### src/rtl/wb_gpio_irq_pkg.sv
`default_nettype none
// ============================================================================
// Module   : gpio_pkg
// Brief    : Register offsets and byte-lane helper for the wb_gpio_irq block
// Revision : 1.0 - initial release
// ============================================================================
package gpio_pkg;

  // Byte offsets of the registers; only address bits [4:2] are decoded
  localparam logic [4:0] GPIO_IN      = 5'h00;
  localparam logic [4:0] GPIO_OUT     = 5'h04;
  localparam logic [4:0] GPIO_DIR     = 5'h08;
  localparam logic [4:0] GPIO_SET     = 5'h0C;
  localparam logic [4:0] GPIO_CLR     = 5'h10;
  localparam logic [4:0] GPIO_IRQ_EN  = 5'h14;
  localparam logic [4:0] GPIO_RISE_EN = 5'h18;
  localparam logic [4:0] GPIO_FALL_EN = 5'h1C;

  // Replace the bytes of old_val whose lane enable is set with new_val bytes
  function automatic logic [31:0] apply_sel(input logic [31:0] old_val,
                                            input logic [31:0] new_val,
                                            input logic [3:0]  sel);
    logic [31:0] res;
    res = old_val;
    for (int b = 0; b < 4; b++) begin
      if (sel[b]) res[8*b +: 8] = new_val[8*b +: 8];
    end
    return res;
  endfunction

endpackage
`default_nettype wire

### src/rtl/wb_gpio_irq_if.sv
`default_nettype none
// ============================================================================
// Module   : wb_gpio_irq_if
// Brief    : Wishbone classic bus bundle between the SoC master and the GPIO
// Revision : 1.0 - initial release
// ============================================================================
interface wb_gpio_irq_if;
  logic [4:0]  wb_adr_i;
  logic [31:0] wb_dat_i;
  logic [31:0] wb_dat_o;
  logic [3:0]  wb_sel_i;
  logic        wb_we_i;
  logic        wb_cyc_i;
  logic        wb_stb_i;
  logic        wb_ack_o;

  modport master (
    output wb_adr_i, wb_dat_i, wb_sel_i, wb_we_i, wb_cyc_i, wb_stb_i,
    input  wb_dat_o, wb_ack_o
  );

  modport slave (
    input  wb_adr_i, wb_dat_i, wb_sel_i, wb_we_i, wb_cyc_i, wb_stb_i,
    output wb_dat_o, wb_ack_o
  );
endinterface
`default_nettype wire

### src/rtl/wb_gpio_irq_sync_debounce.sv
`default_nettype none
// ============================================================================
// Module   : gpio_sync_debounce
// Brief    : Pad synchroniser plus optional tick-sampled debouncer
// Revision : 1.0 - initial release
// ============================================================================
module gpio_sync_debounce #(
  parameter int WIDTH        = 8,
  parameter int SYNC_STAGES  = 2,
  parameter int DEBOUNCE_DIV = 0
) (
  input  logic             clock,
  input  logic             reset,
  input  logic [WIDTH-1:0] gpio_i,
  output logic [WIDTH-1:0] din
);

  logic [SYNC_STAGES-1:0][WIDTH-1:0] r_sync;
  logic [WIDTH-1:0]                  w_sync_out;

  assign w_sync_out = r_sync[SYNC_STAGES-1];

  // Metastability chain: stage 0 captures the raw pads
  always_ff @(posedge clock or posedge reset) begin
    if (reset) r_sync <= '0;
    else       r_sync <= {r_sync[SYNC_STAGES-2:0], gpio_i};
  end

  generate
    if (DEBOUNCE_DIV == 0) begin : g_bypass
      assign din = w_sync_out;
    end else begin : g_debounce
      localparam int CW = $clog2(DEBOUNCE_DIV);

      logic [CW-1:0]    r_cnt;
      logic [WIDTH-1:0] r_samp;
      logic [WIDTH-1:0] r_din;
      logic [WIDTH-1:0] w_agree;
      logic             w_tick;

      assign w_tick  = (r_cnt == CW'(DEBOUNCE_DIV - 1));
      // A bit is accepted only when this tick's sample repeats the last one
      assign w_agree = ~(w_sync_out ^ r_samp);

      // Shared tick counter plus per-bit sample and accepted value
      always_ff @(posedge clock or posedge reset) begin
        if (reset) begin
          r_cnt  <= '0;
          r_samp <= '0;
          r_din  <= '0;
        end else begin
          r_cnt <= w_tick ? '0 : r_cnt + CW'(1);
          if (w_tick) begin
            r_samp <= w_sync_out;
            r_din  <= (r_din & ~w_agree) | (w_sync_out & w_agree);
          end
        end
      end

      assign din = r_din;
    end
  endgenerate

endmodule
`default_nettype wire

### src/rtl/wb_gpio_irq.sv
`default_nettype none
// ============================================================================
// Module   : wb_gpio_irq
// Brief    : Wishbone GPIO with atomic set/clear and edge interrupts
// Revision : 1.0 - initial release
// ============================================================================
module wb_gpio_irq
  import gpio_pkg::*;
#(
  parameter int WIDTH        = 8,
  parameter int SYNC_STAGES  = 2,
  parameter int DEBOUNCE_DIV = 0
) (
  input  logic             clock,
  input  logic             reset,
  wb_gpio_irq_if.slave     wb,
  input  logic [WIDTH-1:0] gpio_i,
  output logic [WIDTH-1:0] gpio_o,
  output logic [WIDTH-1:0] gpio_dir_o,
  output logic             irq_o
);

  logic [WIDTH-1:0] w_din;
  logic [WIDTH-1:0] r_out, r_dir, r_irq_en, r_rise_en, r_fall_en;
  logic [WIDTH-1:0] r_status, r_prev;
  logic             r_ack, r_irq;
  logic [31:0]      r_dat;

  logic             w_req, w_wr;
  logic [4:0]       w_off;
  logic [31:0]      w_lane, w_m_out, w_m_dir, w_m_ien, w_m_ren, w_m_fen;
  logic [31:0]      w_rdata;
  logic [WIDTH-1:0] w_w1c, w_rise, w_fall;
  logic             w_unused;

  gpio_sync_debounce #(
    .WIDTH        (WIDTH),
    .SYNC_STAGES  (SYNC_STAGES),
    .DEBOUNCE_DIV (DEBOUNCE_DIV)
  ) u_sync (
    .clock  (clock),
    .reset  (reset),
    .gpio_i (gpio_i),
    .din    (w_din)
  );

  // A new transfer is accepted only while ack is low, giving 2-cycle transfers
  assign w_req = wb.wb_cyc_i & wb.wb_stb_i & ~r_ack;
  assign w_wr  = w_req & wb.wb_we_i;
  assign w_off = {wb.wb_adr_i[4:2], 2'b00};

  // Byte-lane merges; SET/CLR/W1C treat unselected lanes as zero
  always_comb begin
    w_lane  = apply_sel(32'h0, wb.wb_dat_i, wb.wb_sel_i);
    w_m_out = apply_sel(32'(r_out),     wb.wb_dat_i, wb.wb_sel_i);
    w_m_dir = apply_sel(32'(r_dir),     wb.wb_dat_i, wb.wb_sel_i);
    w_m_ien = apply_sel(32'(r_irq_en),  wb.wb_dat_i, wb.wb_sel_i);
    w_m_ren = apply_sel(32'(r_rise_en), wb.wb_dat_i, wb.wb_sel_i);
    w_m_fen = apply_sel(32'(r_fall_en), wb.wb_dat_i, wb.wb_sel_i);
  end

  // Read mux: offset 0x1C reads back STATUS, write-only offsets read 0
  always_comb begin
    w_rdata = 32'h0;
    case (w_off)
      GPIO_IN:      w_rdata = 32'(w_din);
      GPIO_OUT:     w_rdata = 32'(r_out);
      GPIO_DIR:     w_rdata = 32'(r_dir);
      GPIO_IRQ_EN:  w_rdata = 32'(r_irq_en);
      GPIO_RISE_EN: w_rdata = 32'(r_rise_en);
      GPIO_FALL_EN: w_rdata = 32'(r_status);
      default:      w_rdata = 32'h0;
    endcase
  end

  // Bus response: ack one cycle after request, data only alongside ack
  always_ff @(posedge clock or posedge reset) begin
    if (reset) begin
      r_ack <= 1'b0;
      r_dat <= 32'h0;
    end else begin
      r_ack <= w_req;
      r_dat <= (w_req && !wb.wb_we_i) ? w_rdata : 32'h0;
    end
  end

  // Control registers commit on the same edge that raises ack
  always_ff @(posedge clock or posedge reset) begin
    if (reset) begin
      r_out     <= '0;
      r_dir     <= '0;
      r_irq_en  <= '0;
      r_rise_en <= '0;
      r_fall_en <= '0;
    end else if (w_wr) begin
      case (w_off)
        GPIO_OUT:     r_out     <= w_m_out[WIDTH-1:0];
        GPIO_SET:     r_out     <= r_out | w_lane[WIDTH-1:0];
        GPIO_CLR:     r_out     <= r_out & ~w_lane[WIDTH-1:0];
        GPIO_DIR:     r_dir     <= w_m_dir[WIDTH-1:0];
        GPIO_IRQ_EN:  r_irq_en  <= w_m_ien[WIDTH-1:0];
        GPIO_RISE_EN: r_rise_en <= w_m_ren[WIDTH-1:0];
        GPIO_FALL_EN: r_fall_en <= w_m_fen[WIDTH-1:0];
        default: ;
      endcase
    end
  end

  assign w_w1c  = (w_wr && (w_off == GPIO_IN)) ? w_lane[WIDTH-1:0] : '0;
  assign w_rise = w_din & ~r_prev & r_rise_en;
  assign w_fall = ~w_din & r_prev & r_fall_en;

  // Edge capture into sticky status; a new edge beats a same-cycle W1C
  always_ff @(posedge clock or posedge reset) begin
    if (reset) begin
      r_prev   <= '0;
      r_status <= '0;
      r_irq    <= 1'b0;
    end else begin
      r_prev   <= w_din;
      r_status <= (r_status & ~w_w1c) | w_rise | w_fall;
      r_irq    <= |(r_status & r_irq_en);
    end
  end

  assign wb.wb_ack_o = r_ack;
  assign wb.wb_dat_o = r_dat;
  assign gpio_o      = r_out;
  assign gpio_dir_o  = r_dir;
  assign irq_o       = r_irq;

  // Byte-address bits and lanes above WIDTH are intentionally ignored
  assign w_unused = &{1'b0, wb.wb_adr_i[1:0], w_lane, w_m_out, w_m_dir,
                      w_m_ien, w_m_ren, w_m_fen};

endmodule
`default_nettype wire
### src/flat_wrapper.sv
// flat-port wrapper written by rule: the top's interface ports become plain ports
module wb_gpio_irq_flat import gpio_pkg::*;
#(
  parameter int WIDTH        = 8,
  parameter int SYNC_STAGES  = 2,
  parameter int DEBOUNCE_DIV = 0
)
  (clock, reset, gpio_i, gpio_o, gpio_dir_o, irq_o, wb_wb_adr_i, wb_wb_dat_i, wb_wb_sel_i, wb_wb_we_i, wb_wb_cyc_i, wb_wb_stb_i, wb_wb_dat_o, wb_wb_ack_o);
  wb_gpio_irq_if wb_i ();
  input  logic clock;
  input  logic reset;
  input  logic [WIDTH-1:0] gpio_i;
  output logic [WIDTH-1:0] gpio_o;
  output logic [WIDTH-1:0] gpio_dir_o;
  output logic irq_o;
  input wire logic [$bits(wb_i.wb_adr_i)-1:0] wb_wb_adr_i;
  input wire logic [$bits(wb_i.wb_dat_i)-1:0] wb_wb_dat_i;
  input wire logic [$bits(wb_i.wb_sel_i)-1:0] wb_wb_sel_i;
  input wire logic [$bits(wb_i.wb_we_i)-1:0] wb_wb_we_i;
  input wire logic [$bits(wb_i.wb_cyc_i)-1:0] wb_wb_cyc_i;
  input wire logic [$bits(wb_i.wb_stb_i)-1:0] wb_wb_stb_i;
  output wire logic [$bits(wb_i.wb_dat_o)-1:0] wb_wb_dat_o;
  output wire logic [$bits(wb_i.wb_ack_o)-1:0] wb_wb_ack_o;
  assign wb_i.wb_adr_i = wb_wb_adr_i;
  assign wb_i.wb_dat_i = wb_wb_dat_i;
  assign wb_i.wb_sel_i = wb_wb_sel_i;
  assign wb_i.wb_we_i = wb_wb_we_i;
  assign wb_i.wb_cyc_i = wb_wb_cyc_i;
  assign wb_i.wb_stb_i = wb_wb_stb_i;
  assign wb_wb_dat_o = wb_i.wb_dat_o;
  assign wb_wb_ack_o = wb_i.wb_ack_o;
  wb_gpio_irq #(.WIDTH(WIDTH), .SYNC_STAGES(SYNC_STAGES), .DEBOUNCE_DIV(DEBOUNCE_DIV)) u_core (.clock(clock), .reset(reset), .wb(wb_i), .gpio_i(gpio_i), .gpio_o(gpio_o), .gpio_dir_o(gpio_dir_o), .irq_o(irq_o));
endmodule
### config.mk
export PLATFORM = sky130hd
export DESIGN_NAME = wb_gpio_irq_flat
export DESIGN_NICKNAME = d
export VERILOG_FILES = /design/src/rtl/wb_gpio_irq_pkg.sv /design/src/rtl/wb_gpio_irq_if.sv /design/src/rtl/wb_gpio_irq_sync_debounce.sv /design/src/rtl/wb_gpio_irq.sv /design/src/flat_wrapper.sv
export SDC_FILE = /design/constraint.sdc
export NUM_CORES = 1
export LEC_CHECK = 0
export ABC_AREA = 1
export CORE_MARGIN = 2
export CORE_UTILIZATION = 40
export CTS_BUF_LIST = sky130_fd_sc_hd__clkbuf_4 sky130_fd_sc_hd__clkbuf_8
export DETAILED_ROUTE_END_ITERATION = 6
export PLACE_DENSITY = 0.68
export SYNTH_ARGS = -nofsm -noshare
export SYNTH_HDL_FRONTEND = slang
export SYNTH_SLANG_ARGS = --single-unit
### constraint.sdc
create_clock -name clock -period 3.4 [get_ports clock]
set_clock_uncertainty 0.05 [all_clocks]
set_input_delay 0.34 -clock clock [delete_from_list [all_inputs] [get_ports clock]]
set_output_delay 0.34 -clock clock [all_outputs]
set_load 0.05 [all_outputs]
==> flow_metrics.env, run 1 <==
export IMPL_status="completed"
export IMPL_cts_made_buffers=9
export IMPL_dr_first_iter_drc_count=274
export IMPL_synth_seq_cells=82
export IMPL_r2r_end="u_core.r_rise_en[0]"
export IMPL_rows=36
export IMPL_coreArea_um2=9590
export IMPL_pin_count=104
export IMPL_final_max_slew_viol_count=0
export IMPL_r2r_cells=6
export IMPL_critPathTopFamily="buffers and inverters"
export IMPL_maxCapViolCount=0
export IMPL_antennaDiodeCount=0
export IMPL_crit_fanout=11
export IMPL_dp_cells=630
export IMPL_antenna_found_initial=0
export IMPL_drc=0
export IMPL_fin_util_pct=48.3
export IMPL_place_congestion=0.897
export IMPL_dr_pass1_iters=5
export IMPL_synth_cell_types=25
export IMPL_cts_sinks=82
export IMPL_ys_flop_type="dfrtp_1"
export IMPL_crit_cells=8
export IMPL_hold_viol=0
export IMPL_yosysMostFrequentCell="nand2_1"
export IMPL_hold_class="input pin to asynchronous set/reset pin"
export IMPL_start_util_pct=40.6
export IMPL_yosys_area_top_type="dfrtp_1"
export IMPL_end_kind="flop"
export IMPL_synth_area_per_cell_um2=8.53
export IMPL_grt_pass1_vias=2804
export IMPL_crit_start="wb_wb_adr_i[2]"
export IMPL_crit_arrival_ns=2.34
export IMPL_synth_area_um2=3900
export IMPL_holdWs_ns=0.221
export IMPL_period_share_pct=62.4
export IMPL_path_clk_slew_ns=0.08
export IMPL_setup_viol=0
export IMPL_slew_headroom_pct=57.3
export IMPL_cp_start_kind="input pin"
export IMPL_clock_path_buffers=2
export IMPL_synth_seq_area_share_pct=52.6
export IMPL_grt_use_total_pct=18.0
export IMPL_post_cts_resized=0
export IMPL_drtAntennaViolNets=0
export IMPL_routed_via_density=4.98
export IMPL_fin_cells=646
export IMPL_cp_slowest_cell="clkdlybuf4s50_1"
export IMPL_tightest_slew_ns=0.638
export IMPL_cts_tree="done"
export IMPL_power_density_nw_per_um2=524
export IMPL_crit_buf_inv=3
export IMPL_drive_above_1_share_pct=9.36
export IMPL_ir_drop_v=0.000180
export IMPL_grt_first_pass_wirelength_mm=14.4
export IMPL_root_buffer="clkbuf_8"
export IMPL_synth_top_area_share_pct=52.6
export IMPL_r2r_start="u_core.wb.wb_ack_o"
export IMPL_synth_area_leaders="dfrtp_1 53%, nand2_1 13%, nand4_1 5.8%"
export IMPL_fillers=907
export IMPL_synthToLayoutAreaGrowth_pct=18.9
export IMPL_period_minus_slack_ns=2.12
export IMPL_hold_buffers=0
export IMPL_grt_overflow_total=0
export IMPL_dp_hpwl_mm=6.41
export IMPL_p_leak_nw=2.20
export IMPL_ys_warnings_count=0
export IMPL_wl_per_cell_um=14.2
export IMPL_max_stage_delay_ns=0.80
export IMPL_dr_total_vias=3214
export IMPL_tns_ns=0
export IMPL_async_reset_ff_share_pct=100
export IMPL_chipWidth_um=103
export IMPL_grt_max_degree=33
export IMPL_insertion_delay_ns=0.36
export IMPL_post_cts_buffers=0
export IMPL_path_class="input pin to flop"
export IMPL_dieArea_um2=10500
export IMPL_r2r_setup_slack_ns=1.61
export IMPL_h_tree_depth=3
export IMPL_drt_total_wl_mm=9.16
export IMPL_final_seq_area_um2=2050
export IMPL_syn_inst=457
export IMPL_required_ns=3.62
export IMPL_ys_top_cells_by_count="134 x nand2_1, 82 x dfrtp_1, 39 x inv_1, 39 x o21ai_0, 36 x nand4_1"
export IMPL_path_cells="clkdlybuf4s50_1 > buf_4 > nand2_1 > nor2_1 > nand2_1 > nand2_1 > inv_1 > a21oi_1"
export IMPL_multiInputGateArea_um2=1490
export IMPL_die_height_um=103
export IMPL_fmax_mhz=471
export IMPL_power_w=0.00243
export IMPL_endpoint="u_core.wb.wb_dat_o[0]"
export IMPL_numPortBuffers=50
export IMPL_layout_nets=562
export IMPL_synth_edff_count=0
export IMPL_rsz0062_at_grt="no"
export IMPL_crit_top_cell="nand2_1"
worst min path at each step:
stage / start / to / slack, ns / depth (start not counted)
finish: reset / u_core.u_sync.r_sync[2] / 0.22 / 2
global route: reset / u_core.u_sync.r_sync[2] / 0.25 / 2
CTS: reset / u_core.u_sync.r_sync[2] / 0.22 / 2
detailed placement: u_core.u_sync.r_sync[3] / u_core.u_sync.din[3] / 0.29 / 0
global placement: u_core.u_sync.r_sync[6] / u_core.u_sync.din[6] / 0.28 / 0
floorplan: u_core.u_sync.r_sync[0] / u_core.u_sync.din[0] / 0.28 / 0
flip-flops by register name (all words and copies together), names as in the netlist:
name and cells:
u_core.r_rise_en 8, u_core.irq_o 1, u_core.wb.wb_ack_o 1, u_core.r_prev 8
u_core.r_fall_en 8, u_core.u_sync.r_sync 8, u_core.gpio_o 8, u_core.r_status 8
u_core.gpio_dir_o 8, u_core.wb.wb_dat_o 8, u_core.r_irq_en 8, u_core.u_sync.din 8
where the power goes:
| group | internal, W | leakage, nW | switching (W) |
|---|---|---|---|
| sequential | 0.00107 | 1.02 | 0.0000862 |
| combinational | 0.000167 | 1.08 | 0.000372 |
| clock | 0.000386 | 0.102 | 0.000345 |
| total | 0.00162 | 2.20 | 0.000803 |
through the flow:
stage                     setup WS (ns)  area [um2]
after floorplan                   0.902        3980
after global placement            0.947        4430
after detailed placement          0.890        4430
after CTS                          1.30        4630
after global routing               1.20        4630
final                              1.28        4630
cells in the final DEF, fill, tap and decap left out:
cell             count
clkinv_2             2
clkbuf_8            11
nand2_1            134
nor3_2               1
nand2_2              3
nand3_2              4
clkinvlp_4           2
nor2_1              18
nor3_1               2
o21ai_2              8
clkbuf_4             1
a31oi_1              8
conb_1              24
nand3_1             25
clkdlybuf4s50_1     50
buf_4                8
dfrtp_1             82
or2_2                1
o21ai_1              1
nand4_1             36
nor2_2               2
nor2_4               2
bufinv_16            1
o21ai_0             39
inv_2                2
inv_1               38
a21oi_1              8
per-layer routing:
| layer | wire [um] | vias up | track usage, % |
|---|---|---|---|
| met5 | 0 | - | 0 |
| met4 | 287 | 0 | 8.62 |
| met3 | 566 | 26 | 4.00 |
| met2 | 4140 | 128 | 26.2 |
| met1 | 4170 | 1494 | 25.6 |
| li1 | - | 1566 | - |
kinds of logic after synthesis:
group,after synthesis,synth area share [%]
AO/OA/AOI/OAI,64,9.25
AND/OR/NAND/NOR,228,26.7
other,1,0.0962
buffers and inverters,82,11.3
flip-flops,82,52.6
layout make-up:
cell class	instances	share of cell area, %
multi-input cells	316	32.2
inverters	41	3.35
repair buffers	58	12.1
well taps	133	3.59
clock buffers	12	3.43
flip-flops and latches	82	44.3
clock inverters	4	1.08
Power figures use the tool's default switching activity.
==> run 2, diff against run 1 <==
==> constraint.sdc (replaced) <==
create_clock -name clock -period 2.03 [get_ports clock]
set_clock_uncertainty 0.05 [all_clocks]
set_input_delay 0.203 -clock clock [delete_from_list [all_inputs] [get_ports clock]]
set_output_delay 0.203 -clock clock [all_outputs]
set_load 0.05 [all_outputs]
==> flow_metrics.env, run 2 (same netlist as run 1, synthesis figures left out) <==
export IMPL_status="completed"
export IMPL_dr_total_vias=3323
export IMPL_layout_nets=578
export IMPL_p_leak_nw=2.29
export IMPL_postPlaceCellArea_um2=4610
export IMPL_hold_buffers=0
export IMPL_root_buffer="clkbuf_8"
export IMPL_crit_fanout=5
export IMPL_dp_hpwl_mm=6.75
export IMPL_critPathTopFamily="buffers and inverters"
export IMPL_final_max_slew_viol_count=0
export IMPL_path_class="flop to output pin"
export IMPL_tns_ns=0
export IMPL_cp_start_kind="flop"
export IMPL_crit_buf_inv=1
export IMPL_start_util_pct=40.6
export IMPL_place_congestion=0.940
export IMPL_layout_cells_most_common="nand2_1"
export IMPL_grt_max_degree=83
export IMPL_grt_first_pass_wirelength_mm=15.0
export IMPL_dieArea_um2=10500
export IMPL_coreArea_um2=9590
export IMPL_crit_arrival_ns=1.65
export IMPL_hold_viol=0
export IMPL_required_ns=1.78
export IMPL_grt_use_total_pct=18.8
export IMPL_synthToLayoutAreaGrowth_pct=23.1
export IMPL_drc=0
export IMPL_dp_cells=646
export IMPL_antenna_found_initial=0
export IMPL_chipWidth_um=103
export IMPL_hold_class="input pin to asynchronous set/reset pin"
export IMPL_rsz0062_at_grt="no"
export IMPL_cp_slowest_cell="clkdlybuf4s50_1"
export IMPL_drtAntennaViolNets=0
export IMPL_routed_via_density=5.02
export IMPL_fin_ws_ns=0.130
export IMPL_setup_viol=0
export IMPL_ir_drop_v=0.000362
export IMPL_clock_path_buffers=2
export IMPL_crit_cells=1
export IMPL_cts_sinks=82
export IMPL_grt_pass1_vias=2960
export IMPL_insertion_delay_ns=0.36
export IMPL_r2r_cells=6
export IMPL_final_cell_mix="134 x nand2_1, 82 x dfrtp_1, 50 x clkdlybuf4s50_1, 39 x o21ai_0, 38 x inv_1"
export IMPL_rows=36
export IMPL_path_clk_slew_ns=0.09
export IMPL_period_share_pct=93.6
export IMPL_end_kind="output pin"
export IMPL_slew_headroom_pct=66.1
export IMPL_numPortBuffers=50
export IMPL_antennaDiodeCount=0
export IMPL_dr_first_iter_drc_count=275
export IMPL_post_cts_buffers=0
export IMPL_pin_count=104
export IMPL_drt_total_wl_mm=9.42
export IMPL_r2r_start="u_core.wb.wb_ack_o"
export IMPL_grt_overflow_total=0
export IMPL_fmax_mhz=526
export IMPL_fillers=901
export IMPL_power_density_nw_per_um2=830
export IMPL_max_stage_delay_ns=0.84
export IMPL_fin_cells=662
export IMPL_wl_per_cell_um=14.2
export IMPL_maxCapViolCount=0
export IMPL_h_tree_depth=3
export IMPL_post_place_ws_ns=0.0673
export IMPL_cts_made_buffers=9
export IMPL_dr_pass1_iters=5
export IMPL_die_height_um=103
export IMPL_crit_start="u_core.gpio_o[6]"
export IMPL_period_minus_slack_ns=1.90
export IMPL_cts_tree="done"
export IMPL_fin_area_um2=4800
export IMPL_post_cts_resized=0
export IMPL_path_cells="clkdlybuf4s50_1"
export IMPL_drive_above_1_share_pct=12.1
export IMPL_tightest_slew_ns=0.506
run 2: cell types whose count changed in the layout (fill, tap and decap cells not counted), sizes merged:
cell and change:
buf +16, clkbuf -3, inv +3, clkinv +2, bufinv -1, clkinvlp -1
run 2: final cells by class:
class	instances	area [um2]	area share [%]
Clock buffer	9	124	2.58
Clock inverter	7	62.6	1.30
Multi-Input combinational cell	316	1490	31.1
Inverter	41	158	3.29
Timing Repair Buffer	74	743	15.5
Sequential cell	82	2050	42.8
Tap cell	133	166	3.47
run 2: layer usage:
layer	track usage [%]	part of all wire [%]	vias up
li1	-	-	1596
met1	26.3	46	1566
met2	28.7	46	142
met3	4.20	5.6	19
met4	7.28	2.0	0
met5	0	0	-
run 2: worst paths after layout:
check / endpoint / slack, ns
worst max-delay path: gpio_o[6] / 0.13
worst min-delay path: u_core.u_sync.r_sync[1] / 0.22
worst max register to register: u_core.r_status[7] / 0.36
worst min register to register: u_core.u_sync.din[4] / 0.30
max in group asynchronous: u_core.r_status[0] / 1.33
min in group clock: u_core.u_sync.r_sync[2] / 0.22
run 2: worst register-to-register path, delay by kind of cell (launching register included):
kind,cells,cell delay [ns]
buffers and inverters,1,0.05
DFF,1,0.38
AOI/OAI and AO/OA,1,0.27
and+or+nand+nor,4,0.81
run 2: where the power goes:
group	internal, W	switching, W	total, W	leakage [nW]
sequential	0.00179	0.000147	0.00194	1.02
combinational	0.000298	0.000628	0.000926	1.18
clock	0.000469	0.000643	0.00111	0.0976
total	0.00256	0.00142	0.00398	2.29
run 2: metrics by stage:
stage	power (W)	util, %	hold WS (ns)
finish	0.00398	50.0	0.216
global placement	0.00288	48.1	0.281
detailed placement	0.00290	48.1	0.286
floorplan	0.00260	-	0.184
CTS	0.00401	50.0	0.206
global route	0.00420	50.0	0.188
